**src/rtl/eth_traffic_csr_avmm_initiator_pkg.sv**
```systemverilog
// eth_traffic_csr_init_pkg
// Local definitions for the Ethernet traffic CSR AVMM initiator.
//   state_t     : initiator FSM states (also exported on the debug port).
//   tmo_cnt_w() : width of the per-dword read timeout counter.
package eth_traffic_csr_init_pkg;

    typedef enum logic [2:0] {
        ST_IDLE    = 3'd0,
        ST_WR_LO   = 3'd1,
        ST_WR_HI   = 3'd2,
        ST_RD_LO   = 3'd3,
        ST_RD_LO_W = 3'd4,
        ST_RD_HI   = 3'd5,
        ST_RD_HI_W = 3'd6,
        ST_RSP     = 3'd7
    } state_t;

    // Counter must be able to hold TIMEOUT_CYCLES itself.
    function automatic int tmo_cnt_w(input int cycles);
        return $clog2(cycles + 1);
    endfunction

    localparam int TMO_CNT_W_DEFAULT = tmo_cnt_w(256);

endpackage : eth_traffic_csr_init_pkg

```
**src/rtl/ofs_csr_pkg.sv**
```systemverilog
// ofs_csr_pkg
// Shared CSR access definitions used by the OFS CSR blocks.
//   csr_access_type_t : selects which 32-bit halves of a 64-bit CSR a write
//                       touches (FULL64, UPPER32, LOWER32).
package ofs_csr_pkg;

    typedef enum logic [1:0] {
        FULL64  = 2'd0,
        UPPER32 = 2'd1,
        LOWER32 = 2'd2
    } csr_access_type_t;

endpackage : ofs_csr_pkg

```
**src/rtl/eth_traffic_csr_avmm_initiator_if.sv**
```systemverilog
// Bus bundles for the Ethernet traffic CSR AVMM initiator.
//
// eth_traffic_csr_req_if : 64-bit CSR command/response channel.
//   master = command source, slave = initiator.
//   Handshake: a request transfers on a clock edge where i_req_valid and
//   o_req_ready are both high; the source holds all i_req_* stable while
//   valid is high and ready is low. o_rsp_valid is a single-cycle pulse
//   with no back-pressure; o_rsp_rdata/o_rsp_timeout qualify with it.
//
// eth_traffic_csr_avmm_if : 32-bit Avalon-MM channel.
//   master = initiator, slave = CSR responder.
//   A command (read or write) transfers on an edge where it is asserted and
//   i_avmm_waitrequest is low; read data returns later with
//   i_avmm_readdatavalid.
interface eth_traffic_csr_req_if #(
    parameter int AVMM_ADDR_W = 16
);
    logic                            i_req_valid;
    logic                            o_req_ready;
    logic                            i_req_write;
    logic [AVMM_ADDR_W-1:0]          i_req_addr;
    ofs_csr_pkg::csr_access_type_t   i_req_wr_type;
    logic [63:0]                     i_req_wdata;
    logic                            o_rsp_valid;
    logic [63:0]                     o_rsp_rdata;
    logic                            o_rsp_timeout;

    modport master (
        output i_req_valid, i_req_write, i_req_addr, i_req_wr_type, i_req_wdata,
        input  o_req_ready, o_rsp_valid, o_rsp_rdata, o_rsp_timeout
    );

    modport slave (
        input  i_req_valid, i_req_write, i_req_addr, i_req_wr_type, i_req_wdata,
        output o_req_ready, o_rsp_valid, o_rsp_rdata, o_rsp_timeout
    );
endinterface : eth_traffic_csr_req_if

interface eth_traffic_csr_avmm_if #(
    parameter int AVMM_ADDR_W = 16
);
    logic [AVMM_ADDR_W-1:0] o_avmm_address;
    logic                   o_avmm_read;
    logic                   o_avmm_write;
    logic [31:0]            o_avmm_writedata;
    logic [3:0]             o_avmm_byteenable;
    logic                   i_avmm_waitrequest;
    logic [31:0]            i_avmm_readdata;
    logic                   i_avmm_readdatavalid;

    modport master (
        output o_avmm_address, o_avmm_read, o_avmm_write, o_avmm_writedata,
               o_avmm_byteenable,
        input  i_avmm_waitrequest, i_avmm_readdata, i_avmm_readdatavalid
    );

    modport slave (
        input  o_avmm_address, o_avmm_read, o_avmm_write, o_avmm_writedata,
               o_avmm_byteenable,
        output i_avmm_waitrequest, i_avmm_readdata, i_avmm_readdatavalid
    );
endinterface : eth_traffic_csr_avmm_if

```
**src/rtl/eth_traffic_csr_avmm_initiator.sv**
```systemverilog
// eth_traffic_csr_avmm_initiator
// Splits single 64-bit CSR requests into one or two 32-bit Avalon-MM
// transactions, reassembles read data and answers each request with one
// response pulse. A read dword that does not return within TIMEOUT_CYCLES
// is replaced by TIMEOUT_DATA and flagged.
// Ports:
//   clk, rst     : clock, asynchronous active-high reset
//   req          : 64-bit request/response channel (slave side)
//   avmm         : 32-bit AVMM channel (master side)
//   o_dbg_state  : current FSM state
module eth_traffic_csr_avmm_initiator
    import ofs_csr_pkg::*;
    import eth_traffic_csr_init_pkg::*;
#(
    parameter int          AVMM_ADDR_W    = 16,
    parameter int          TIMEOUT_CYCLES = 256,
    parameter logic [31:0] TIMEOUT_DATA   = 32'hDEAD_BEEF
) (
    input  logic                    clk,
    input  logic                    rst,
    eth_traffic_csr_req_if.slave    req,
    eth_traffic_csr_avmm_if.master  avmm,
    output state_t                  o_dbg_state
);

    localparam int                     CNT_W    = tmo_cnt_w(TIMEOUT_CYCLES);
    localparam logic [CNT_W-1:0]       CNT_LAST = CNT_W'(TIMEOUT_CYCLES - 1);
    localparam logic [CNT_W-1:0]       CNT_ONE  = CNT_W'(1);
    localparam logic [AVMM_ADDR_W-1:0] HI_OFS   = AVMM_ADDR_W'(4);

    state_t                 state;
    logic [AVMM_ADDR_W-1:0] addr_q;
    logic [63:0]            wdata_q;
    csr_access_type_t       wr_type_q;
    logic [CNT_W-1:0]       cnt;
    logic                   tmo_flag;
    logic [31:0]            rd_lo_q;
    logic [31:0]            rd_hi_q;

    logic                   ready_q;
    logic                   rsp_valid_q;
    logic [63:0]            rsp_rdata_q;
    logic                   rsp_timeout_q;
    logic [AVMM_ADDR_W-1:0] av_addr_q;
    logic                   av_read_q;
    logic                   av_write_q;
    logic [31:0]            av_wdata_q;
    logic [3:0]             av_be_q;

    // 64-bit CSRs are 8-byte aligned; the low address bits are dropped.
    logic [AVMM_ADDR_W-1:0] req_addr_al;
    assign req_addr_al = {req.i_req_addr[AVMM_ADDR_W-1:3], 3'b000};

    always_ff @(posedge clk or posedge rst) begin
        if (rst) begin
            state         <= ST_IDLE;
            addr_q        <= '0;
            wdata_q       <= '0;
            wr_type_q     <= FULL64;
            cnt           <= '0;
            tmo_flag      <= 1'b0;
            rd_lo_q       <= '0;
            rd_hi_q       <= '0;
            ready_q       <= 1'b1;
            rsp_valid_q   <= 1'b0;
            rsp_rdata_q   <= '0;
            rsp_timeout_q <= 1'b0;
            av_addr_q     <= '0;
            av_read_q     <= 1'b0;
            av_write_q    <= 1'b0;
            av_wdata_q    <= '0;
            av_be_q       <= '0;
        end else begin
            case (state)
                ST_IDLE: begin
                    if (req.i_req_valid && ready_q) begin
                        ready_q   <= 1'b0;
                        tmo_flag  <= 1'b0;
                        addr_q    <= req_addr_al;
                        wdata_q   <= req.i_req_wdata;
                        wr_type_q <= req.i_req_wr_type;
                        av_be_q   <= 4'hF;
                        if (!req.i_req_write) begin
                            state     <= ST_RD_LO;
                            av_read_q <= 1'b1;
                            av_addr_q <= req_addr_al;
                            av_wdata_q <= '0;
                        end else if (req.i_req_wr_type == UPPER32) begin
                            state      <= ST_WR_HI;
                            av_write_q <= 1'b1;
                            av_addr_q  <= req_addr_al + HI_OFS;
                            av_wdata_q <= req.i_req_wdata[63:32];
                        end else begin
                            state      <= ST_WR_LO;
                            av_write_q <= 1'b1;
                            av_addr_q  <= req_addr_al;
                            av_wdata_q <= req.i_req_wdata[31:0];
                        end
                    end
                end
                ST_WR_LO: begin
                    if (!avmm.i_avmm_waitrequest) begin
                        if (wr_type_q == FULL64) begin
                            state      <= ST_WR_HI;
                            av_addr_q  <= addr_q + HI_OFS;
                            av_wdata_q <= wdata_q[63:32];
                        end else begin
                            state         <= ST_RSP;
                            av_write_q    <= 1'b0;
                            av_be_q       <= '0;
                            rsp_valid_q   <= 1'b1;
                            rsp_rdata_q   <= '0;
                            rsp_timeout_q <= 1'b0;
                        end
                    end
                end
                ST_WR_HI: begin
                    if (!avmm.i_avmm_waitrequest) begin
                        state         <= ST_RSP;
                        av_write_q    <= 1'b0;
                        av_be_q       <= '0;
                        rsp_valid_q   <= 1'b1;
                        rsp_rdata_q   <= '0;
                        rsp_timeout_q <= 1'b0;
                    end
                end
                ST_RD_LO: begin
                    if (!avmm.i_avmm_waitrequest) begin
                        state     <= ST_RD_LO_W;
                        av_read_q <= 1'b0;
                        av_be_q   <= '0;
                        cnt       <= '0;
                    end
                end
                ST_RD_LO_W: begin
                    if (avmm.i_avmm_readdatavalid || cnt == CNT_LAST) begin
                        rd_lo_q   <= avmm.i_avmm_readdatavalid ? avmm.i_avmm_readdata
                                                               : TIMEOUT_DATA;
                        tmo_flag  <= tmo_flag | !avmm.i_avmm_readdatavalid;
                        state     <= ST_RD_HI;
                        av_read_q <= 1'b1;
                        av_be_q   <= 4'hF;
                        av_addr_q <= addr_q + HI_OFS;
                    end else begin
                        cnt <= cnt + CNT_ONE;
                    end
                end
                ST_RD_HI: begin
                    if (!avmm.i_avmm_waitrequest) begin
                        state     <= ST_RD_HI_W;
                        av_read_q <= 1'b0;
                        av_be_q   <= '0;
                        cnt       <= '0;
                    end
                end
                ST_RD_HI_W: begin
                    // Reads enter RSP with the pulse still low; the 64-bit
                    // response word is assembled there one cycle later.
                    if (avmm.i_avmm_readdatavalid || cnt == CNT_LAST) begin
                        rd_hi_q  <= avmm.i_avmm_readdatavalid ? avmm.i_avmm_readdata
                                                              : TIMEOUT_DATA;
                        tmo_flag <= tmo_flag | !avmm.i_avmm_readdatavalid;
                        state    <= ST_RSP;
                    end else begin
                        cnt <= cnt + CNT_ONE;
                    end
                end
                ST_RSP: begin
                    if (rsp_valid_q) begin
                        rsp_valid_q <= 1'b0;
                        ready_q     <= 1'b1;
                        state       <= ST_IDLE;
                    end else begin
                        rsp_valid_q   <= 1'b1;
                        rsp_rdata_q   <= {rd_hi_q, rd_lo_q};
                        rsp_timeout_q <= tmo_flag;
                    end
                end
                default: state <= ST_IDLE;
            endcase
        end
    end

    assign req.o_req_ready        = ready_q;
    assign req.o_rsp_valid        = rsp_valid_q;
    assign req.o_rsp_rdata        = rsp_rdata_q;
    assign req.o_rsp_timeout      = rsp_timeout_q;
    assign avmm.o_avmm_address    = av_addr_q;
    assign avmm.o_avmm_read       = av_read_q;
    assign avmm.o_avmm_write      = av_write_q;
    assign avmm.o_avmm_writedata  = av_wdata_q;
    assign avmm.o_avmm_byteenable = av_be_q;
    assign o_dbg_state            = state;

endmodule : eth_traffic_csr_avmm_initiator

```
**src/flat_wrapper.sv**
```systemverilog
// flat-port wrapper written by rule: the top's interface ports become plain ports
module eth_traffic_csr_avmm_initiator_flat import ofs_csr_pkg::*; import eth_traffic_csr_init_pkg::*;
#(
    parameter int          AVMM_ADDR_W    = 16,
    parameter int          TIMEOUT_CYCLES = 256,
    parameter logic [31:0] TIMEOUT_DATA   = 32'hDEAD_BEEF
)
  (clk, rst, o_dbg_state, req_i_req_valid, req_i_req_write, req_i_req_addr, req_i_req_wr_type, req_i_req_wdata, req_o_req_ready, req_o_rsp_valid, req_o_rsp_rdata, req_o_rsp_timeout, avmm_o_avmm_address, avmm_o_avmm_read, avmm_o_avmm_write, avmm_o_avmm_writedata, avmm_o_avmm_byteenable, avmm_i_avmm_waitrequest, avmm_i_avmm_readdata, avmm_i_avmm_readdatavalid);
  eth_traffic_csr_req_if #(.AVMM_ADDR_W(AVMM_ADDR_W)) req_i ();
  eth_traffic_csr_avmm_if #(.AVMM_ADDR_W(AVMM_ADDR_W)) avmm_i ();
  input  logic clk;
  input  logic rst;
  output state_t o_dbg_state;
  input wire logic [$bits(req_i.i_req_valid)-1:0] req_i_req_valid;
  input wire logic [$bits(req_i.i_req_write)-1:0] req_i_req_write;
  input wire logic [$bits(req_i.i_req_addr)-1:0] req_i_req_addr;
  input wire logic [$bits(req_i.i_req_wr_type)-1:0] req_i_req_wr_type;
  input wire logic [$bits(req_i.i_req_wdata)-1:0] req_i_req_wdata;
  output wire logic [$bits(req_i.o_req_ready)-1:0] req_o_req_ready;
  output wire logic [$bits(req_i.o_rsp_valid)-1:0] req_o_rsp_valid;
  output wire logic [$bits(req_i.o_rsp_rdata)-1:0] req_o_rsp_rdata;
  output wire logic [$bits(req_i.o_rsp_timeout)-1:0] req_o_rsp_timeout;
  output wire logic [$bits(avmm_i.o_avmm_address)-1:0] avmm_o_avmm_address;
  output wire logic [$bits(avmm_i.o_avmm_read)-1:0] avmm_o_avmm_read;
  output wire logic [$bits(avmm_i.o_avmm_write)-1:0] avmm_o_avmm_write;
  output wire logic [$bits(avmm_i.o_avmm_writedata)-1:0] avmm_o_avmm_writedata;
  output wire logic [$bits(avmm_i.o_avmm_byteenable)-1:0] avmm_o_avmm_byteenable;
  input wire logic [$bits(avmm_i.i_avmm_waitrequest)-1:0] avmm_i_avmm_waitrequest;
  input wire logic [$bits(avmm_i.i_avmm_readdata)-1:0] avmm_i_avmm_readdata;
  input wire logic [$bits(avmm_i.i_avmm_readdatavalid)-1:0] avmm_i_avmm_readdatavalid;
  assign req_i.i_req_valid = req_i_req_valid;
  assign req_i.i_req_write = req_i_req_write;
  assign req_i.i_req_addr = req_i_req_addr;
  assign req_i.i_req_wr_type = req_i_req_wr_type;
  assign req_i.i_req_wdata = req_i_req_wdata;
  assign req_o_req_ready = req_i.o_req_ready;
  assign req_o_rsp_valid = req_i.o_rsp_valid;
  assign req_o_rsp_rdata = req_i.o_rsp_rdata;
  assign req_o_rsp_timeout = req_i.o_rsp_timeout;
  assign avmm_o_avmm_address = avmm_i.o_avmm_address;
  assign avmm_o_avmm_read = avmm_i.o_avmm_read;
  assign avmm_o_avmm_write = avmm_i.o_avmm_write;
  assign avmm_o_avmm_writedata = avmm_i.o_avmm_writedata;
  assign avmm_o_avmm_byteenable = avmm_i.o_avmm_byteenable;
  assign avmm_i.i_avmm_waitrequest = avmm_i_avmm_waitrequest;
  assign avmm_i.i_avmm_readdata = avmm_i_avmm_readdata;
  assign avmm_i.i_avmm_readdatavalid = avmm_i_avmm_readdatavalid;
  eth_traffic_csr_avmm_initiator #(.AVMM_ADDR_W(AVMM_ADDR_W), .TIMEOUT_CYCLES(TIMEOUT_CYCLES), .TIMEOUT_DATA(TIMEOUT_DATA)) u_core (.clk(clk), .rst(rst), .req(req_i), .avmm(avmm_i), .o_dbg_state(o_dbg_state));
endmodule
```
**config.mk**
```make
export PLATFORM = sky130hd
export DESIGN_NAME = eth_traffic_csr_avmm_initiator_flat
export DESIGN_NICKNAME = d
export VERILOG_FILES = /design/src/rtl/eth_traffic_csr_avmm_initiator_pkg.sv /design/src/rtl/ofs_csr_pkg.sv /design/src/rtl/eth_traffic_csr_avmm_initiator_if.sv /design/src/rtl/eth_traffic_csr_avmm_initiator.sv /design/src/flat_wrapper.sv
export SDC_FILE = /design/constraint.sdc
export NUM_CORES = 1
export LEC_CHECK = 0
export CORE_MARGIN = 2
export CORE_UTILIZATION = 51
export CTS_CLUSTER_SIZE = 20
export DETAILED_ROUTE_END_ITERATION = 10
export PLACE_DENSITY = 0.79
export SLEW_MARGIN = 10
export SYNTH_ARGS = -nofsm -noshare
export SYNTH_HDL_FRONTEND = slang
export SYNTH_SLANG_ARGS = --single-unit
```
**constraint.sdc**
```tcl
create_clock -name clk -period 25.2 [get_ports clk]
set_input_delay 5.04 -clock clk [delete_from_list [all_inputs] [get_ports clk]]
set_output_delay 5.04 -clock clk [all_outputs]
set_load 0.02 [all_outputs]
```
==> results.txt, run 1 <==
The total global routing track utilization is 0.246. The async set-or-reset flop fraction in the synthesized netlist came out at 1.00. The initial antenna violation count is 0.

STA puts the critical path data arrival time at 2.22 ns. The maximum ir drop on the vdd rail is 68.8 uV. The number of enable flip-flop cells after synthesis is 0.

The floorplan step set the die height to 145 um. The area used by multi-input combinational logic came out at 3820 sq um. The number of top-level pins came out at 244. The number of filler cells placed in the layout is 1,460.

The clock period minus worst slack came out at 7.26 ns. The half-perimeter wire length after detailed placement is 16,700 um. For this run, the leading register cell type out of synthesis is dfrtp_1. The count of final setup violators is 0. For this configuration, the core starts out at a cell density of 0.520. Each instance of the synthesized netlist takes up on average 11.1 sq um. The worst register-to-register path ends at u_core.avmm.o_avmm_address[9]. The largest fanout on the critical path is 32. The transition time at the pin with the least slew margin came out at 1.13 ns. For this run, the detailed router's first-pass iteration total came to 5. Setup repair after global routing left no endpoint under its margin. The number of nets with antenna violations after detailed routing came out at 0. The via count of the first global-routing pass is 7,944. After the last flow step, the layout net total stands at 1,246.

The first global-routing pass estimated 42,300 um of wire. The area added between synthesis and finish came out at 33.3%. The DRC marker count from the first detailed-route iteration came out at 377. The number of max-slew violations in the final report is 0. Among all stages on the critical path, the largest delay is contributed by dfrtp_1. The clock latency on the worst-skew pair came out at 0.51 ns. The total of flip-flops plus latches after synthesis is 240. The number of sinks driven by the clock tree is 240.

The setup slack of the most critical reg-to-reg path is 22.42 ns. The clock arrives with 0.00574 ns of skew. The total via count in the routed design is 7,854. The number of cells on the worst reg-to-reg path is 8. The number of antenna diodes in the final layout is 0. The tightest min-delay check is of the flip-flop to flip-flop type. Buffers added to address setup during post-CTS repair amount to 0.

The count of standard-cell rows came out at 51. Power spread over the standard cell area amounts to 125 nW/um^2. TritonCTS built the clock tree. The count of final hold-check violations is 0.

The count of buffering cells on the critical path with inverters included is 1. The launching point of the worst reg2reg path is u_core.cnt[0]. CTS built an H-tree with a depth of 1.

In the final timing run, aggregate negative setup slack is 0 ns. STA classifies the critical path endpoint as an output pin. STA puts the critical path data required time at 20.16 ns. The count of mapped cells out of synthesis came out at 912. The flow ran to the end, and the final reports show no timing, DRC or antenna violations. The headroom to the max-slew limit is 0.244. The largest single stage delay on the critical path is 0.94 ns. The number of distinct library cells after synthesis came out at 57. The number of design rule violations left after detail routing came out at 0. The clock tree root buffer cell is clkbuf_16.

The final routed wire length divided by cell count came out at 18.5 um. In this run the most critical hold path is launched from u_core.rd_lo_q[13]. In this run, CTS created clock tree buffers numbering 25. In this run the static leakage power is 5.91 nW. The number of hold-repair buffers added at the cts stage is 0. The total number of yosys warnings came out at 0. The worst setup path is launched from a flip-flop. For this run the aggregate overflow at the end of global routing stands at 0. The fraction of final layout cells sized beyond drive strength 1 is 0.0938. The class of the most critical setup path is flip-flop to output pin. For hold timing, the worst endpoint is u_core.req.o_rsp_rdata[13]. The wire length after detailed routing came out at 26,000 um. The instance count along the most critical hold path came out at 2. The largest net degree at the start of global routing is 89. The mapped cell area came out at 10,100 sq um. On the critical path the largest part of the delay comes from flip-flops. The final worst-path cycle share came out at 0.288. The power after layout came out at 1.69 mW. The largest buffer count on any clock path came out at 3.

The die area came out at 21,000 sq um. The number of buffers inserted by port buffering is 238. The congestion estimate from routability-driven global placement came to 0.799. The maximum clock frequency came out at 0.138 GHz.

The sequential share of the synthesized area came out at 0.593. Using the TritonRoute via totals, the vias-per-cell ratio works out to 5.59. After clock tree synthesis, the clock-pin slew on the worst setup and hold paths is 0.06 ns.

Leaving out fill and tap cells, the most frequent cell in the layout is dfrtp_1. Traced cell by cell, the critical path runs through clkdlybuf4s50_1. The top cell types in the final layout, fill and taps aside, are dfrtp_1, clkdlybuf4s50_1, nand2_1. The die outline width is 145 um. Gates resized during post-CTS repair numbered 0. The register area is 6010 sq um. The placeable core region came out at 19,500 sq um. The number of maximum-capacitance violations is 0.
==> tightest hold or removal path, cell delays in order, from the launching register on <==
cell	delay, ns
dfrtp_1	0.34
nand2_1	0.05
o21ai_0	0.06
==> worst max-delay path by stage <==
| stage | start | to | slack (ns) | cells past startpoint |
|---|---|---|---|---|
| after floorplan | rst | u_core.addr_q[10] | 13.57 | 1 |
| after global placement | avmm_i_avmm_readdatavalid | u_core.avmm.o_avmm_address[9] | 17.88 | 4 |
| after detailed placement | avmm_i_avmm_readdatavalid | u_core.avmm.o_avmm_address[11] | 17.85 | 4 |
| after CTS | u_core.o_dbg_state[2] | o_dbg_state[2] | 17.93 | 1 |
| after global routing | u_core.o_dbg_state[2] | o_dbg_state[2] | 17.84 | 1 |
| final | u_core.o_dbg_state[2] | o_dbg_state[2] | 17.94 | 1 |
==> area by class of cell <==
type,count,share of cell area
timing repair buffer,252,0.184
clock inverter,4,0.00361
clock buffer,40,0.0572
sequential,240,0.445
tap,265,0.0246
inverter,7,0.00250
multi-input combinational,598,0.283
==> synth_stat cells (7+ instances only) <==
master | instances | share of area
a21oi_1 | 36 | 0.018
nor2_1 | 51 | 0.019
mux2_1 | 8 | 0.0089
nand3_1 | 8 | 0.0040
buf_2 | 22 | 0.011
o21ai_0 | 77 | 0.038
nand2_1 | 163 | 0.060
dfrtp_1 | 239 | 0.59
buf_4 | 7 | 0.0052
mux2_2 | 39 | 0.043
o21ai_1 | 16 | 0.0079
a22o_1 | 16 | 0.014
buf_1 | 10 | 0.0037
clkbuf_1 | 28 | 0.010
o22a_1 | 49 | 0.042
a2bb2oi_1 | 32 | 0.028
inv_1 | 7 | 0.0026
mux2i_1 | 45 | 0.044
==> stage by stage <==
stage	util	setup slack (ns)	cell area, sq um	instances	hold WS [ns]
detailed placement	0.652	17.85	12700	1362	0.468
CTS	0.694	17.93	13500	1406	0.481
global placement	0.652	17.88	12700	1362	0.457
floorplan	-	13.57	10100	913	0.449
global route	0.694	17.84	13500	1406	0.492
finish	0.694	17.94	13500	1406	0.476
==> sequential cells by signal, indices dropped and copies added (netlist names), 3 cells and up <==
signal / cells
u_core.req.o_rsp_rdata: 64
u_core.avmm.o_avmm_writedata: 32
u_core.rd_hi_q: 32
u_core.rd_lo_q: 32
u_core.wdata_q: 32
u_core.avmm.o_avmm_address: 14
u_core.addr_q: 13
u_core.cnt: 9
u_core.o_dbg_state: 3
==> power breakdown <==
group / internal (mW) / leakage [nW] / total (mW) / switching [mW]
Sequential: 0.561 / 2.99 / 0.677 / 0.116
Combinational: 0.311 / 2.51 / 0.650 / 0.340
Clock: 0.219 / 0.406 / 0.364 / 0.146
==> per-layer routing <==
metal  track usage  part of all wire
met2         0.393              0.47
met4        0.0520             0.016
met3        0.0843              0.10
met1         0.329              0.41
met5             0                 0
==> logic make-up (layout without fill, tap and decap cells) <==
logic type,count (synthesis),count (layout),share of synthesized area
compound gates,248,248,0.165
xor+xnor,5,5,0.00432
fa+ha+maj,2,2,0.00247
buf+inv,75,303,0.0339
flops,240,240,0.593
mux,92,92,0.0967
other cells,1,2,0.000370
simple gates,249,249,0.104
Note: power is estimated with default switching activity, not from simulation.
==> run 2: changes to the inputs <==
- CORE_UTILIZATION: 51 -> 50
- PLACE_DENSITY: 0.79 -> 0.77
- clock period: 25.2 -> 7.62 ns (I/O delays scaled with it)
==> results.txt, run 2 (synthesis results as in run 1) <==
The number of sinks driven by the clock tree is 240 (unchanged). The register area is 6010 sq um (unchanged). The critical path goes through clkdlybuf4s50_1. The largest fanout on the critical path came out at 21 (-34%). The TritonCTS buffer count is 25 (unchanged). The proportion of power drawn by the clock network was 0.228 (+0.013).

The initial antenna violation count is 1 (+1). The number of max-slew violations in the final report came to 0 (unchanged). The CTS H-tree depth came out at 1 (unchanged). The headroom to the max-slew limit was 0.289 (+0.0452). The worst setup path is of the flip-flop to output pin kind.

The tree is rooted in a clkbuf_16. The static power due to leakage is 5.93 nW (+0.46%). The fraction of final layout cells sized beyond drive strength 1 is 0.0987 (+0.00491). Subtracting the final worst setup slack from the clock period gives 3.66 ns. The number of instances resized during post-cts repair came out at 0 (unchanged).

The number of placed instances, taps included came out at 1,369 (+0.51%). The cell area reported after detailed placement came out at 12,700 sq um (+0.14%). The number of logic stages on the critical path including buffering came out at 1 (unchanged). The library cell used most frequently in the layout, excluding fill and tap cells, is dfrtp_1.

The via count of the first global-routing pass is 8,209 (+3.3%). The instance count along the most critical hold path was 2 (unchanged). The internal power consumption is 3.67 mW (+240%).

The routability-driven placement congestion ratio is 0.807 (+0.93%). The area added between synthesis and finish is 34.1%. The switching portion of total power is 0.354 (-0.00215).

The number of buffers inserted by port buffering came out at 238 (unchanged). The largest buffer count on any clock path came out at 3 (unchanged). The maximum clock frequency is 0.274 GHz. The count of TritonRoute iterations in the first routing pass came out at 7 (+2). The maximum single-stage delay on the critical path is 0.82 ns (-0.12 ns). The area used by multi-input combinational logic is 3820 sq um (unchanged). The placeable core region came out at 20,000 sq um (+3.0%). The endpoint identified for the worst register-to-register timing path is u_core.avmm.o_avmm_address[3]. The number of top-level pins was 244 (unchanged). The global-route wire length before repair is 42,900 um (+1.4%).

The maximum ir drop on the vdd rail came out at 220 uV (+220%). The half-perimeter wire length after detailed placement came out at 16,600 um (-0.37%). The post-route setup TNS is 0 ns (unchanged). The starting density of the core is 0.505 (-0.0150). The power dissipated by switching net loads came out at 2.01 mW (+230%). The clock latency on the worst-skew pair came to 0.52 ns (about the same). The post-route standard cell area excluding fillers came out at 13,600 sq um (+0.58%). The count of buffering cells on the critical path with inverters included came to 1 (unchanged). The count of nets after finishing is 1,248 (+0.16%).

The final worst-path cycle share is 0.480. The worst slack at placement is 3.60 ns (-14.25 ns). The worst hold path terminates at u_core.req.o_rsp_rdata[51]. STA classifies the critical path endpoint as an output pin.

The number of nets with antenna violations after detailed routing was 0 (unchanged). The number of design rule violations left after detail routing came out at 0 (unchanged). The DRC marker count from the first detailed-route iteration is 405 (+7.4%).

The worst hold path belongs to the class flip-flop to flip-flop. The library cells used most frequently in the layout, excluding fill and tap cells, are dfrtp_1, clkdlybuf4s50_1, nand2_1. The largest net degree at the start of global routing is 80 (-10%).

The slowest stage of the critical path is the dfrtp_1 cell. The overall die height is 146 um (+0.97%). In this run the most critical hold path is launched from u_core.rd_hi_q[19]. The number of maximum-capacitance violations came out at 0 (unchanged). The number of filler cells placed in the layout came out at 1,579 (+8.2%).

Tracing the worst setup path back leads to its startpoint at u_core.o_dbg_state[1]. The count of standard-cell rows is 52 (+2.0%). The number of hold-repair buffers added at the cts stage came out at 0 (unchanged). The total global routing track utilization came out at 0.246 (-0.000281).

The number of buffers added for setup after CTS came out at 0 (unchanged). The clock skew was 0.00748 ns (+0.00174 ns). The least setup slack across all paths after layout came out at 3.96 ns (-13.97 ns). The number of antenna cells inserted is 0 (unchanged). The worst endpoint data arrival time came out at 2.13 ns (-0.09 ns). The setup slack of the most critical reg-to-reg path came out at 4.79 ns (-17.63 ns).

The combinational cell fraction of total power is 0.381 (-0.003). The power per standard cell area was 418 nW/um^2 (+230%). The flow ran to the end, and the final reports show no timing, DRC or antenna violations. The transition time at the pin with the least slew margin is 1.07 ns (-0.0678 ns).

Setup repair after global routing left no endpoint under its margin. The total via count in the routed design is 7,785 (-0.88%). The die area is 21,400 sq um (+1.9%). The count of final setup violators was 0 (unchanged). TritonCTS built the clock tree. The clock-pin slew of the registers on the worst-case setup and hold paths was 0.06 ns (about the same). The wire length after detailed routing is 26,100 um (+0.20%). The final routed wire length divided by cell count is 18.4 um (-0.44%).

The count of non-filler cells in the finished layout came to 1,415 (+0.64%). The post-detailed-route via-to-cell ratio came out at 5.50 (-1.5%). The total overflow reported by the global router came to 0 (unchanged). The flip-flop count of the largest register after layout is 64 (unchanged). The power after layout came to 5.68 mW (+240%). The count of final hold-check violations is 0 (unchanged). The worst register-to-register path begins at u_core.cnt[0].

The kind of cell adding the most delay to the critical path is flip-flops. The relative contribution of sequential cells to total power came out at 0.391 (-0.009). The die outline width came out at 146 um (+0.97%). The required time of the critical path is 6.10 ns (-14.06 ns).

The worst setup path is launched from a flip-flop. The cell depth of the worst flop-to-flop path is 8 (unchanged).
==> run 2: changes by cell type in the layout (fill, tap and decap cells not counted), sizes merged <==
| cell | before | now |
|---|---|---|
| clkbuf | 40 | 34 |
| bufinv | 1 | 4 |
| clkinv | 2 | 5 |
| clkinvlp | 0 | 3 |
| buf | 14 | 16 |
| inv | 8 | 7 |
==> run 2: worst max-delay path by stage <==
stage                                    end  slack, ns
after floorplan            u_core.addr_q[10]       2.95
after global placement     u_core.addr_q[12]       3.66
after detailed placement  u_core.wdata_q[34]       3.60
after CTS                     o_dbg_state[1]       3.95
after global routing          o_dbg_state[1]       3.88
final                         o_dbg_state[1]       3.96
==> run 2: through the flow <==
| step | hold WS, ns | utilization |
|---|---|---|
| after floorplan | 0.449 | - |
| final | 0.477 | 0.678 |
| after CTS | 0.482 | 0.678 |
| after global routing | 0.495 | 0.678 |
| after detailed placement | 0.465 | 0.634 |
| after global placement | 0.459 | 0.634 |
==> run 2: worst register-to-register path, cell delays in order (launching register included) <==
cell and delay, ns:
dfrtp_1 0.43, ha_1 0.28, nand2_1 0.11, nor3_1 0.06
ha_1 0.28, o21ai_1 0.38, a311o_1 0.94, nand2_1 0.16
o21ai_1 0.13
==> run 2: power by group through the flow <==
stage	Clock, mW	Sequential, mW	Combinational (mW)
5_1_grt	1.37	2.30	2.36
4_1_cts	1.32	2.22	2.19
3_3_place_gp	0	2.21	2.12
3_5_place_dp	0	2.23	2.18
6_report	1.30	2.22	2.16
2_1_floorplan	0	2.48	0.973
==> run 2: per-layer routing <==
metal  up-vias  wire (um)  GRT usage
met5         -          0          0
met4         0        510     0.0592
met3        44       2590     0.0847
met2       292      12100      0.398
met1      3807      10900      0.322
li1       3642          -          -
==> run 2: area by class of cell <==
class	instances	area share
Clock buffer	34	0.0522
Multi-Input combinational cell	598	0.281
Sequential cell	240	0.442
Clock inverter	12	0.0127
Inverter	7	0.00221
Timing Repair Buffer	254	0.184
Tap cell	270	0.0249
==> run 3: changes to the inputs <==
- CORE_UTILIZATION: 50 -> 45
- PLACE_DENSITY: 0.77 -> 0.73
- clock period: 7.62 -> 3.1 ns (I/O delays scaled with it)
==> results.txt, run 3 (synthesis results as in run 1) <==
The maximum ir drop on the vdd rail came out at 663 uV (+200%). The register area was 6010 sq um (unchanged). The overall die height came out at 154 um (+5.3%). The count of standard-cell rows is 54 (+3.8%). The largest buffer count on any clock path was 3 (unchanged). The count of non-filler cells in the finished layout came out at 1,436 (+1.5%). The number of max-slew violations in the final report came out at 0 (unchanged). The half-perimeter wire length after detailed placement came out at 17,400 um (+4.8%). The fraction of final layout cells sized beyond drive strength 1 is 0.108 (+0.00944). The met1 track demand over resource is 0.295 (-0.0272). The least setup slack across all paths after layout came out at 0.325 ns (-3.64 ns). The post-route setup TNS is 0 ns (unchanged).

The count of TritonRoute iterations in the first routing pass came out at 4 (-3). The number of instances resized during post-cts repair was 0 (unchanged). The die area came out at 23,700 sq um (+11%).

The number of logic stages on the critical path including buffering was 1 (unchanged). The count of final setup violators is 0 (unchanged). The area used by multi-input combinational logic is 3820 sq um (unchanged).

The required time of the critical path came to 2.48 ns (-3.62 ns). The worst slack at placement came out at 0.613 ns (-2.99 ns). The final design utilization came to 0.633 (-0.0449). The endpoint identified for the worst register-to-register timing path is u_core.cnt[3]. The number of maximum-capacitance violations came to 0 (unchanged). The clock skew is 0.0109 ns (+0.00344 ns). The clock-pin slew of the registers on the worst-case setup and hold paths came out at 0.06 ns (about the same). The post-detailed-route via-to-cell ratio was 5.47 (-0.64%).

Leaving out fill and tap cells, the most frequent cell in the layout is dfrtp_1. The total global routing track utilization came out at 0.223 (-0.0230). TritonCTS built the clock tree.

STA classifies the critical path endpoint as an output pin. The worst endpoint data arrival time came out at 2.16 ns (+0.03 ns). The number of buffers inserted by port buffering is 238 (unchanged). Setup repair after global routing left no endpoint under its margin. The maximum single-stage delay on the critical path is 0.88 ns (+0.06 ns). The headroom to the max-slew limit is 0.451 (+0.162). The static power due to leakage came to 6.08 nW (+2.4%). The transition time at the pin with the least slew margin was 0.823 ns (-0.244 ns). The number of antenna cells inserted came out at 0 (unchanged).

The count of final hold-check violations came out at 0 (unchanged). The total via count in the routed design came out at 7,850 (+0.83%). The DRC marker count from the first detailed-route iteration came out at 460 (+14%).

The power per standard cell area came out at 1040 nW/um^2 (+150%). The power after layout is 14.5 mW (+150%). The die outline width is 154 um (+5.3%). The setup slack of the most critical reg-to-reg path is 0.69 ns (-4.10 ns). Leaving out fill and tap cells, the most frequent cells in the layout are dfrtp_1, clkdlybuf4s50_1, nand2_1.

The maximum clock frequency came out at 0.360 GHz. The largest net degree at the start of global routing came out at 90 (+13%). The fraction of met2 tracks used by global routing is 0.360 (-0.0376).

Broken down by cell family, the worst path's largest delay share belongs to flip-flops. The wire length after detailed routing is 26,400 um (+1.5%). The number of design rule violations left after detail routing came out at 0 (unchanged). The flow ran to the end, and the final reports show no timing, DRC or antenna violations. The worst path in the final design needs a cycle of 2.78 ns, including I/O delays and setup.

The post-route standard cell area excluding fillers came out at 13,900 sq um (+2.3%). The met3 routing resource usage after global routing is 0.0784 (-0.00633). The signal on the critical path passes through clkdlybuf4s50_1.

The global-route wire length before repair came out at 43,000 um (about the same). The largest fanout on the critical path came out at 26 (+24%). The cell depth of the worst flop-to-flop path is 9 (+1).

The placeable core region came to 22,000 sq um (+9.6%). The initial antenna violation count came out at 0 (-1). The clock latency on the worst-skew pair is 0.53 ns (about the same). The min-delay analysis places its worst path in the category flip-flop to flip-flop. The routability-driven placement congestion ratio was 0.826 (+2.4%). The CTS H-tree depth is 1 (unchanged). The cell area reported after detailed placement came out at 12,900 sq um (+1.5%). The number of sinks driven by the clock tree is 240 (unchanged).

The final worst-path cycle share came out at 0.895. The number of placed instances, taps included is 1,389 (+1.5%). The critical path is of the flip-flop to output pin type. The number of buffers added for setup after CTS came out at 0 (unchanged). In this run the most used layer during global routing was met2. The number of filler cells placed in the layout is 1,780 (+13%).

Compared with the post-synthesis result, the final layout area differs by 37.2%. The via count of the first global-routing pass came out at 8,005 (-2.5%). The critical-path cell with the highest stage delay is dfrtp_1.

The number of nets with antenna violations after detailed routing is 0 (unchanged). The startpoint identified for the worst register-to-register timing path is u_core.cnt[0]. The critical path starts at u_core.o_dbg_state[2].

The count of nets after finishing came out at 1,259 (+0.88%). The most critical setup path has its endpoint at o_dbg_state[2]. The flip-flop count of the largest register after layout came out at 64 (unchanged). The final routed wire length divided by cell count came out at 18.4 um (about the same). The number of hold-repair buffers added at the cts stage was 0 (unchanged).

The TritonCTS buffer count was 26 (+4.0%). The kind of launch point of the worst setup path is a flip-flop. The number of top-level pins is 244 (unchanged). The count of buffering cells on the critical path with inverters included is 1 (unchanged).

The clock tree root buffer cell is clkbuf_16. The total overflow reported by the global router came out at 0 (unchanged). The starting density of the core came out at 0.461 (-0.0442).

The worst hold margin came out at 0.473 ns (-0.00349 ns).
==> run 3: changes by cell type in the layout (fill, tap and decap cells not counted) <==
cell        change
buf_12          +8
buf_4           +2
bufinv_16       +4
clkbuf_1        -1
clkbuf_16       +1
clkinv_2        -1
clkinv_4        -1
clkinv_8        +1
clkinvlp_4      -1
inv_6           -1
==> run 3: routing by layer <==
layer | part of all wire | wire, um | vias up
li1 | - | - | 3659
met1 | 0.43 | 11300 | 3913
met2 | 0.46 | 12200 | 251
met3 | 0.097 | 2570 | 27
met4 | 0.016 | 418 | 0
met5 | 0 | 0 | -
==> run 3: how the worst min path moves through the flow <==
stage                             startpoint                          to  slack (ns)  cells after the start
after CTS                 u_core.rd_hi_q[28]  u_core.req.o_rsp_rdata[60]        0.48                      2
final                     u_core.rd_hi_q[28]  u_core.req.o_rsp_rdata[60]        0.47                      2
after global routing       u_core.rd_lo_q[9]           u_core.rd_lo_q[9]        0.50                      1
after detailed placement  u_core.rd_hi_q[13]  u_core.req.o_rsp_rdata[45]        0.47                      2
after floorplan                u_core.cnt[8]               u_core.cnt[8]        0.45                      2
after global placement    u_core.rd_lo_q[14]  u_core.req.o_rsp_rdata[14]        0.46                      2
==> run 3: area by class of cell <==
type / count / share of cell area
Timing Repair Buffer: 264 / 0.193
Multi-Input combinational cell: 598 / 0.275
Tap cell: 280 / 0.0252
Clock buffer: 34 / 0.0526
Inverter: 7 / 0.00216
Clock inverter: 13 / 0.0201
Sequential cell: 240 / 0.432
==> run 3: tightest hold or removal path: cells and delay by family, from the launching register on <==
family / cells / cell delay [ns]
flip-flops: 1 / 0.34
AO/OA/AOI/OAI: 1 / 0.06
AND/OR/NAND/NOR: 1 / 0.05
==> run 3: power by group <==
group	total, mW	switching, mW	internal, mW
Clock	3.60	1.27	2.32
Combinational	5.39	2.79	2.60
Sequential	5.47	0.914	4.56
Total	14.5	4.98	9.48
==> RTL edit: new RTL, settings of run 2 <==
Put one more register stage on the output `o_dbg_state`. The value now appears one clock later. The other outputs are not delayed to match.
--- a/src/rtl/eth_traffic_csr_avmm_initiator.sv
+++ b/src/rtl/eth_traffic_csr_avmm_initiator.sv
@@ -192,3 +192,5 @@
     assign avmm.o_avmm_byteenable = av_be_q;
-    assign o_dbg_state            = state;
+    always_ff @(posedge clk) begin
+        o_dbg_state <= state;
+    end
 
Formal check against the unedited RTL: not equivalent (a bounded check fails within 4 cycles, from zero or initial values and one cycle with rst high).
==> RTL edit against run 2 <==
Final area shrank 0.81%. Synthesized area shrank 0.77%. Synthesized cell count shrank 10%. Total power shrank 1.3%. Setup slack gained 0.19 ns. Register-to-register slack lost 0.16 ns. Sequential cell count grew 3. Wire length shrank 3.5%.
==> RTL edit: results (changes against run 2) <==
Outcome
  – Status: complete, no violations (unchanged)

STA
  – Clk_skew: 0.0107 ns (was 0.00748 ns)
  – Worst-Margin Slew: 1.19 ns (was 1.07 ns)
  – Final worst setup slack: 4.16 ns (was 3.96 ns)

Worst setup path
  – Slack of the worst reg-to-reg path: 4.63 ns (was 4.79 ns)
  – R2R cell count: 4 (was 8)
  – Worst R2R Start: u_core.state[2] (was u_core.cnt[0])
  – Worst setup endpoint: u_core.avmm.o_avmm_writedata[2] (was o_dbg_state[1])
  – Cell family with most CP delay: buffers and inverters (was flip-flops)
  – Setup crit start: req_i_req_valid (was u_core.o_dbg_state[1])
  – Critical Path AT: 3.86 ns (was 2.13 ns)
  – Slowest cell on the critical path: buf_4 (was dfrtp_1)
  – Max stage delay on crit path: 0.56 ns (was 0.82 ns)
  – RR Endpoint: u_core.rd_hi_q[13] (was u_core.avmm.o_avmm_address[3])
  – Crit path max fanout: 49 (was 21)

Synthesis
  – Post-Synth XOR/XNOR Area: 0.00174 (was 0.00432)
  – Top cells by area, synth: dfrtp_1 (60%), mux2_2 (9.0%), a22o_1 (7.1%) (was dfrtp_1 (59%), nand2_1 (6.0%), mux2i_1 (4.4%))
  – Mux share of post-synthesis cell area: 0.103 (was 0.0967)
  – Synth Warn #: 0 (unchanged)
  – Post-synth EDFFs: 0 (unchanged)
  – Compound-Gate Fraction of Synth Area: 0.173 (was 0.165)
  – Commonest cells in the netlist: dfrtp_1 (239), a22o_1 (81), mux2_2 (80) (was dfrtp_1 (239), nand2_1 (163), o21ai_0 (77))
  – Async S/R FF share, synth: 0.988 (was 1.00)
  – Register area share after synthesis: 0.604 (was 0.593)
  – Top_reg_cell synth: dfrtp_1 (unchanged)
  – Synth cell types: 56 (was 57)
  – Synth area leader: dfrtp_1 (unchanged)
  – Synth Area in Adders: 0.00249 (was 0.00247)

Final layout
  – Antenna Cells: 0 (unchanged)
  – # nets final: 1151 (was 1248)
  – Share of post-route cells with drive strength above 1: 0.142 (was 0.0987)

CTS
  – Post-CTS setup buffer count: 0 (unchanged)
  – H-tree levels: 1 (unchanged)
  – Clock transition at path regs: 0.06 ns (about the same)
  – CTS max path bufs: 3 (unchanged)

Place
  – Placement Setup Slack: 3.59 ns (was 3.60 ns)
  – Post-DP HPWL: 16100 um (was 16600 um)
  – Port Buf Inserts: 238 (unchanged)
  – Routability cong.: 0.840 (was 0.807)

Global routing
  – Global-route usage over all layers: 0.238 (was 0.246)
  – First-pass GRT wire length: 41500 um (was 42900 um)
  – Vias in the first global route: 7672 (was 8209)
  – Largest net degree at the start of global routing: 158 (was 80)
  – Initial antenna violation count: 0 (was 1)

Power
  – Leakage power of the design: 5.81 nW (was 5.93 nW)
  – Max VDD drop: 276 uV (was 220 uV)

Drt
  – DR iter-0 viols: 339 (was 405)
  – Via count: 7504 (was 7785)
  – Total wire length: 25200 um (was 26100 um)
  – First-pass DRT Iterations: 4 (was 7)
[RTL edit: logic make-up (layout without fill, tap and decap cells)]
| group | Yosys count | in the layout |
|---|---|---|
| xor gates and xnor gates | 2 | 2 |
| and+or+nand+nor | 183 | 183 |
| DFF | 243 | 243 |
| adders and majority gates | 2 | 2 |
| buffers and inverters | 75 | 303 |
| other | 1 | 2 |
| muxes | 93 | 93 |
| AOI/OAI and AO/OA | 220 | 220 |
[RTL edit: worst min-delay path by stage]
stage	to	slack (ns)	cells past startpoint	from
floorplan	u_core.o_dbg_state[0]	0.36	0	u_core.state[0]
global placement	u_core.cnt[8]	0.46	2	u_core.cnt[8]
detailed placement	u_core.cnt[8]	0.47	2	u_core.cnt[8]
CTS	u_core.cnt[8]	0.48	2	u_core.cnt[8]
global route	u_core.rd_lo_q[5]	0.50	1	u_core.rd_lo_q[5]
finish	u_core.cnt[8]	0.48	2	u_core.cnt[8]
[RTL edit: area by class of cell]
| class | instances | area (sq um) |
|---|---|---|
| fillers | 1460 | 6120 |
| flip-flops and latches | 243 | 6070 |
| multi-input cells | 502 | 3680 |
| repair buffers | 251 | 2490 |
| clock buffers | 36 | 737 |
| well taps | 265 | 332 |
| clock inverters | 10 | 139 |
| inverters | 6 | 26.3 |
[RTL edit: stage by stage]
stage	std cells	cell area [sq um]
floorplan	820	10100
global placement	1267	12600
detailed placement	1267	12600
CTS	1313	13500
global route	1313	13500
finish	1313	13500
[RTL edit: worst min-delay path: stages (launching register included)]
cell	delay [ns]
dfrtp_1	0.34
nand2_1	0.05
o31ai_1	0.05
[RTL edit: report_power, final]
| group | switching [mW] | internal [mW] | total [mW] | leakage [nW] |
|---|---|---|---|---|
| clock network | 0.501 | 0.775 | 1.28 | 0.430 |
| registers | 0.331 | 1.82 | 2.15 | 3.01 |
| logic | 1.09 | 1.09 | 2.18 | 2.37 |
| total | 1.92 | 3.69 | 5.61 | 5.81 |
[RTL edit: metal layers]
layer,track usage,share of wire
met1,0.322,0.42
met2,0.377,0.46
met3,0.0749,0.099
met4,0.0583,0.019
met5,0,0
